`src/rtl/priority_ack_decoder.sv`:
```
// Closes the 8-to-3 priority encoder loop: latches the winning code and returns a one-hot
// active-low ack strobe one cycle after the request is sampled; no backpressure, en_n aborts to IDLE.
module priority_ack_decoder #(
    parameter int PULSE_W = 4,
    parameter int GAP_W   = 1
) (
    input  logic       clk,
    input  logic       rst,
    input  logic       en_n,
    input  logic [2:0] code,
    input  logic       gs,
    input  logic       eo,
    output logic [7:0] ack_n,
    output logic       busy,
    output logic [2:0] code_q,
    output logic       no_req,
    output logic [7:0] ack_cnt
);

    typedef enum logic [1:0] {IDLE, PULSE, HOLD, GAP} state_t;

    localparam logic [7:0] PULSE_LD = 8'(PULSE_W - 1);
    localparam logic [7:0] GAP_LD   = 8'(GAP_W - 1);

    state_t     state_q, state_d;
    logic [7:0] cnt_q, cnt_d;
    logic [7:0] ack_n_q, ack_n_d;
    logic       busy_q, busy_d;
    logic [2:0] code_d;
    logic       no_req_q, no_req_d;
    logic [7:0] ack_cnt_q, ack_cnt_d;
    logic       accept;

    always_ff @(posedge clk or posedge rst) begin
        if (rst) begin
            state_q   <= IDLE;
            cnt_q     <= '0;
            ack_n_q   <= 8'hFF;
            busy_q    <= 1'b0;
            code_q    <= 3'b111;
            no_req_q  <= 1'b0;
            ack_cnt_q <= '0;
        end else begin
            state_q   <= state_d;
            cnt_q     <= cnt_d;
            ack_n_q   <= ack_n_d;
            busy_q    <= busy_d;
            code_q    <= code_d;
            no_req_q  <= no_req_d;
            ack_cnt_q <= ack_cnt_d;
        end
    end

    always_comb begin
        state_d = state_q;
        cnt_d   = cnt_q;
        if (en_n) begin
            state_d = IDLE;
            cnt_d   = '0;
        end else begin
            case (state_q)
                IDLE: begin
                    if (!gs) begin
                        state_d = PULSE;
                        cnt_d   = PULSE_LD;
                    end
                end
                PULSE: begin
                    if (cnt_q == 8'd0) state_d = HOLD;
                    else               cnt_d   = cnt_q - 8'd1;
                end
                // A different winning line also counts as release of the serviced one.
                HOLD: begin
                    if (gs || (code != code_q)) begin
                        state_d = GAP;
                        cnt_d   = GAP_LD;
                    end
                end
                GAP: begin
                    if (cnt_q == 8'd0) state_d = IDLE;
                    else               cnt_d   = cnt_q - 8'd1;
                end
                default: state_d = IDLE;
            endcase
        end
    end

    always_comb begin
        accept    = (state_q == IDLE) && !en_n && !gs;
        code_d    = accept ? code : code_q;
        ack_cnt_d = accept ? ack_cnt_q + 8'd1 : ack_cnt_q;
        busy_d    = (state_d != IDLE);
        no_req_d  = ~eo;
        if (accept)                  ack_n_d = ~(8'd1 << ~code);
        else if (state_d == PULSE)   ack_n_d = ack_n_q;
        else                         ack_n_d = 8'hFF;
    end

    assign ack_n   = ack_n_q;
    assign busy    = busy_q;
    assign no_req  = no_req_q;
    assign ack_cnt = ack_cnt_q;

endmodule

```
`config.mk`:
```
export PLATFORM = sky130hd
export DESIGN_NAME = priority_ack_decoder
export DESIGN_NICKNAME = d
export VERILOG_FILES = /design/src/rtl/priority_ack_decoder.sv
export SDC_FILE = /design/constraint.sdc
export NUM_CORES = 1
export LEC_CHECK = 0
export CAP_MARGIN = 30
export CORE_MARGIN = 3
export CORE_UTILIZATION = 55
export CTS_BUF_LIST = sky130_fd_sc_hd__clkbuf_16
export DETAILED_ROUTE_END_ITERATION = 7
export DONT_BUFFER_PORTS = 1
export GPL_ROUTABILITY_DRIVEN = 0
export PLACE_DENSITY = 0.76
export SLEW_MARGIN = 20
export SYNTH_ARGS = -nofsm -noshare
export SYNTH_HDL_FRONTEND = slang
export SYNTH_SLANG_ARGS = --single-unit
```
`constraint.sdc`:
```
create_clock -name clk -period 2.1 [get_ports clk]
set_clock_uncertainty 0.2 [all_clocks]
set_input_delay 0.525 -clock clk [delete_from_list [all_inputs] [get_ports clk]]
set_output_delay 0.525 -clock clk [all_outputs]
set_load 0.005 [all_outputs]
```
# --- Yosys cells after proc, flatten, opt, wreduce, memory -nomap -nowiden ---
# Index checks and enable logic that the tools add are counted.
op_classes:
  addsub: 2
  bitwise: 3
  n_reduce_logical: 10
  n_shift: 1
  eq_ne: 9
  mux: 13
ops:
  columns: ["cell", "n"]
  rows:
  - ["$mux W8", 6]
  - ["$pmux W8 S3", 1]
  - ["$mux W2", 5]
  - ["$ne A3 B3 Y1 const B", 3]
  - ["$add A8 B1 Y8 const B", 1]
  - ["$logic_not A8 Y1", 1]
  - ["$not A8 Y8", 1]
  - ["$pmux W2 S4", 1]
  - ["$shl A1 B3 Y8 const A", 1]
  - ["$sub A8 B1 Y8 const B", 1]
  - ["$eq A2 B1 Y1 const B", 2]
  - ["$eq A2 B2 Y1 const B", 2]
  - ["$ne A3 B3 Y1", 1]
  - ["$not A3 Y3", 1]
  - ["$reduce_and A3 Y1", 1]
  - ["$logic_and A1 B1 Y1", 2]
  - ["$logic_not A1 Y1", 2]
  - ["$logic_not A2 Y1", 1]
  - ["$ne A2 B2 Y1 const B", 1]
  - ["$reduce_bool A2 Y1", 1]
  - ["$reduce_or A2 Y1", 1]
  - ["$logic_or A1 B1 Y1", 1]
  - ["$not A1 Y1", 1]
word_totals:
  in_bits: 8
  word_cells: 45
  ff_bits: 31
  output_inout_bits: 21

# --- Depth between registers and ports, before layout ---
depth:
  ltp_word: 8
  mapped_depth: 6
  ltp_nobuf: 6

# --- Least setup slack after synthesis ---
# OpenSTA, ideal clock, no wires.
synth_path:
  path_type: "register to register"
  from: "register cnt_q[0]"
  to: "register cnt_q[0]"
  n_path_buf: 0
  stages_incl_launch_ff: 7
  arrival_time_ns: 1.686
  period_less_slack_ns: 1.980
  setup_slack_ns: 0.120
  t_required_ns: 1.806
  setup_ns: 0.094
  path_cell_list: "dfrtp_1 -> inv_1 -> ha_1 -> or3b_2 -> o21ai_4 -> o21ai_2 -> a221oi_2"
synth_between:
  elab_chain_cells: 4
  word_cells_on_any_way: 7
  classes_between: "1 x add/sub; 1 x eq/ne; 3 x mux; 2 x reduce/logical"
synth_rtl:
  columns: ["item", "line_no", "text"]
  rows:
  - ["start, declared", "26", "logic [7:0] cnt_q, cnt_d;"]
  - ["start signal, assigned", "45", "cnt_q <= cnt_d;"]
  - ["$sub A8 B1 Y8", "70, 81", null]
  - ["$mux W8", "69, 80", null]
  - ["$pmux W8 S3", "61", "case (state_q)"]
  - ["$mux W8", "57", "if (en_n) begin"]
# Several ways; a longest one is shown, not always the timed one. The select of a mux whose other input is x is not followed.
# A chain may end at the register's enable or synchronous reset.

# --- Worst setup path after layout ---
layout_path:
  from: "register cnt_q[0]"
  to: "register cnt_q[1]"
# The elaborated chain is that of the path after synthesis.

==> results.sh <==
export IMPL_startpoint_type="flop"
export IMPL_grt_pass1_vias=1173
export IMPL_ys_seq_elements=31
export IMPL_power_density_nw_per_um2=1450
export IMPL_reg2reg_depth=6
export IMPL_clkLatencyLatePin_ns=0.28
export IMPL_synth_distinct_cells=38
export IMPL_syn_area_um2=1570
export IMPL_setup_viol=0
export IMPL_first_iter_violations=67
export IMPL_synth_edf_count=0
export IMPL_cts_buffers=5
export IMPL_yosysTopAreaCellShare_pct=31.9
export IMPL_status="completed"
export IMPL_yosysSeqAreaShare_pct=50.4
export IMPL_cp_max_fo=4
export IMPL_die_area_um2=3520
export IMPL_grt_pass1_wl_um=5310
export IMPL_synthTopCellsByArea="dfrtp_1 (32%), dfstp_2 (18%), nor2_1 (4.8%)"
export IMPL_final_core_util_pct=71.1
export IMPL_htreeDepth=2
export IMPL_ant_nets=0
export IMPL_n_fill_cell=196
export IMPL_dr_wl_met2_um=1680
export IMPL_hold_path_class="in -> async"
export IMPL_async_flop_share_pct=100
export IMPL_diodes=0
export IMPL_routed_wl_met3_um=191
export IMPL_setup_tns_ns=0
export IMPL_synth_common_cells="dfrtp_1 (20), nor2_1 (20), inv_1 (12), dfstp_2 (11), a21oi_1 (10)"
export IMPL_max_slew_margin_pct=65.5
export IMPL_fin_crit_ns=2.04
export IMPL_peakVddDrop_uv=1160
export IMPL_coreArea_um2=2590
export IMPL_syn_inst=152
export IMPL_grt_max_degree=32
export IMPL_placementRows=18
export IMPL_area_growth_syn_to_layout_pct=17.5
export IMPL_hold_viol_final=0
export IMPL_io_pins=29
export IMPL_path_class="reg -> reg"
export IMPL_route_layer_met1_wl_um=1370
export IMPL_crit_required_ns=2.09
export IMPL_die_h_um=59.4
export IMPL_detail_route_wl_per_cell_um=17.5
export IMPL_dr_pass1_iters=4
export IMPL_grt_ovfl_total=0
export IMPL_drc=0
export IMPL_cap_violations=0
export IMPL_routed_wl_um=3400
export IMPL_num_nets_final=175
export IMPL_initial_utilization_pct=60.5
export IMPL_drive_gt1_share_pct=27.3
export IMPL_hpwl_um=2210
export IMPL_fin_crit_sh_pct=97.0
export IMPL_yosys_warnings=0
export IMPL_highest_layer="met4"
export IMPL_viasPerCell=6.18
export IMPL_cts_tree="done"
export IMPL_cp_end_kind="flop"
export IMPL_reg2reg_slack_ns=0.06
export IMPL_hold_buffers=0
export IMPL_vias=1206
export IMPL_chipWidth_um=59.4
export IMPL_r2r_start="cnt_q[0]$_DFFE_PP0P_"
export IMPL_antenna_found_initial=0
export IMPL_p_sw_share_pct=37.0
export IMPL_arrival_ns=2.03
export IMPL_cts_sinks=31
export IMPL_finalMaxSlewViolations=0
export IMPL_synthFlopType="dfrtp_1"
export IMPL_synth_top_area_cell="dfrtp_1"
export IMPL_tightestPinTransition_ns=0.514
export IMPL_clk_pin_slew_ns=0.05
export IMPL_intPower_mw=1.68
export IMPL_switching_power_mw=0.988
export IMPL_clock_path_buffers=2
export IMPL_port_buffers=0
export IMPL_avgSynthCellArea_um2=10.3
export IMPL_root_buffer="clkbuf_16"
export IMPL_pwr_share_comb_pct=38.9
export IMPL_pwr_share_seq_pct=35.5
export IMPL_worstReg2RegEnd="cnt_q[1]$_DFFE_PP0P_"
export IMPL_timing_fmax_mhz=491
export IMPL_pwr_share_clk_pct=25.6
export IMPL_syn_num_nets=163
export IMPL_p_leak_nw=0.757
export IMPL_track_usage_pct=20.9
export IMPL_critPathLaunch="cnt_q[0]$_DFFE_PP0P_"
worst max path at each step:
stage,end,slack (ns),depth (start not counted)
2_1_floorplan,cnt_q[0]$_DFFE_PP0P_,0.12,6
3_3_place_gp,cnt_q[0]$_DFFE_PP0P_,0.09,6
3_5_place_dp,cnt_q[5]$_DFFE_PP0P_,-0.01,6
4_1_cts,cnt_q[2]$_DFFE_PP0P_,0.01,6
5_1_grt,cnt_q[1]$_DFFE_PP0P_,-0.01,6
6_report,cnt_q[1]$_DFFE_PP0P_,0.06,6
layout by cell type, fill, tap and decap left out, drive strengths merged, types with 2 or more instances in the layout:
cell type / netlist / routed
xor2: 7 / 7
o21ai: 3 / 3
inv: 12 / 12
nor2b: 4 / 4
clkinv: 0 / 2
dfstp: 11 / 11
dfrtp: 20 / 20
nand4: 3 / 3
xnor2: 4 / 4
o32ai: 5 / 5
buf: 3 / 11
nor3: 4 / 4
mux2: 3 / 3
nand2b: 3 / 3
o21a: 2 / 2
ha: 3 / 3
nand3: 2 / 2
nand2: 7 / 7
nor2: 20 / 20
a21oi: 10 / 10
clkbuf: 3 / 5
a31oi: 8 / 8
nor4: 3 / 3
area by class of cell:
type	instances	area (µm²)	share of cell area (%)
Inverter	12	45.0	2.45
Timing Repair Buffer	11	82.6	4.49
Sequential cell	31	790	42.9
Tap cell	30	37.5	2.04
Clock buffer	5	125	6.80
Clock inverter	3	15.0	0.816
Multi-Input combinational cell	103	746	40.5
worst max-delay path: stages, from the launching register on:
cell and delay [ns]:
dfrtp_1 0.41, inv_2 0.12, ha_4 0.15, or3b_4 0.40, o21ai_4 0.23, o21a_1 0.22
mux2i_1 0.23
cells by family (layout without fill, tap and decap cells):
| family | Yosys count | count (layout) | synth area share (%) |
|---|---|---|---|
| AO/OA/AOI/OAI | 35 | 35 | 17.0 |
| buffers and inverters | 18 | 31 | 4.47 |
| XOR/XNOR | 11 | 11 | 6.15 |
| adder cells (fa/ha/maj) | 3 | 3 | 2.40 |
| AND/OR/NAND/NOR | 50 | 50 | 16.8 |
| multiplexers | 4 | 4 | 2.80 |
| flip-flops | 31 | 31 | 50.4 |
through the flow:
step	cell area [µm²]	hold slack [ns]	std cells	setup WS (ns)	power, mW
6_report	1840	0.00644	195	0.0624	2.67
5_1_grt	1840	0.0516	195	-0.0146	2.82
4_1_cts	1800	0.0239	193	0.0131	2.58
3_5_place_dp	1630	0.302	183	-0.0149	1.84
3_3_place_gp	1630	0.290	183	0.0891	1.80
2_1_floorplan	1570	0.265	152	0.120	1.60
layer usage:
metal  vias to the layer above  track usage [%]
li1                        562                -
met1                       589             25.1
met2                        40             30.1
met3                        15             6.54
met4                         0             17.5
met5                         -                0
flip-flops by register name, summed over array words and instances, names as in the netlist:
signal and flops:
ack_cnt 8, ack_n 8, busy 1, cnt_q 8
code_q 3, no_req 1, state_q 2
power groups by stage:
stage / clock, mW / combinational [mW] / sequential, mW
6_report: 0.685 / 1.04 / 0.949
3_5_place_dp: 0 / 0.887 / 0.951
4_1_cts: 0.689 / 0.945 / 0.947
2_1_floorplan: 0 / 0.688 / 0.914
5_1_grt: 0.719 / 1.13 / 0.970
3_3_place_gp: 0 / 0.853 / 0.945
timing repair:
action	CTS	global route
pin swaps	1	1
buffers inserted	2	2
endpoints found under the hold margin	0	0
resized for setup	2	6
endpoints found under the setup margin	8	14
gates cloned	0	0
No activity file was read; power rests on OpenSTA's default activity.
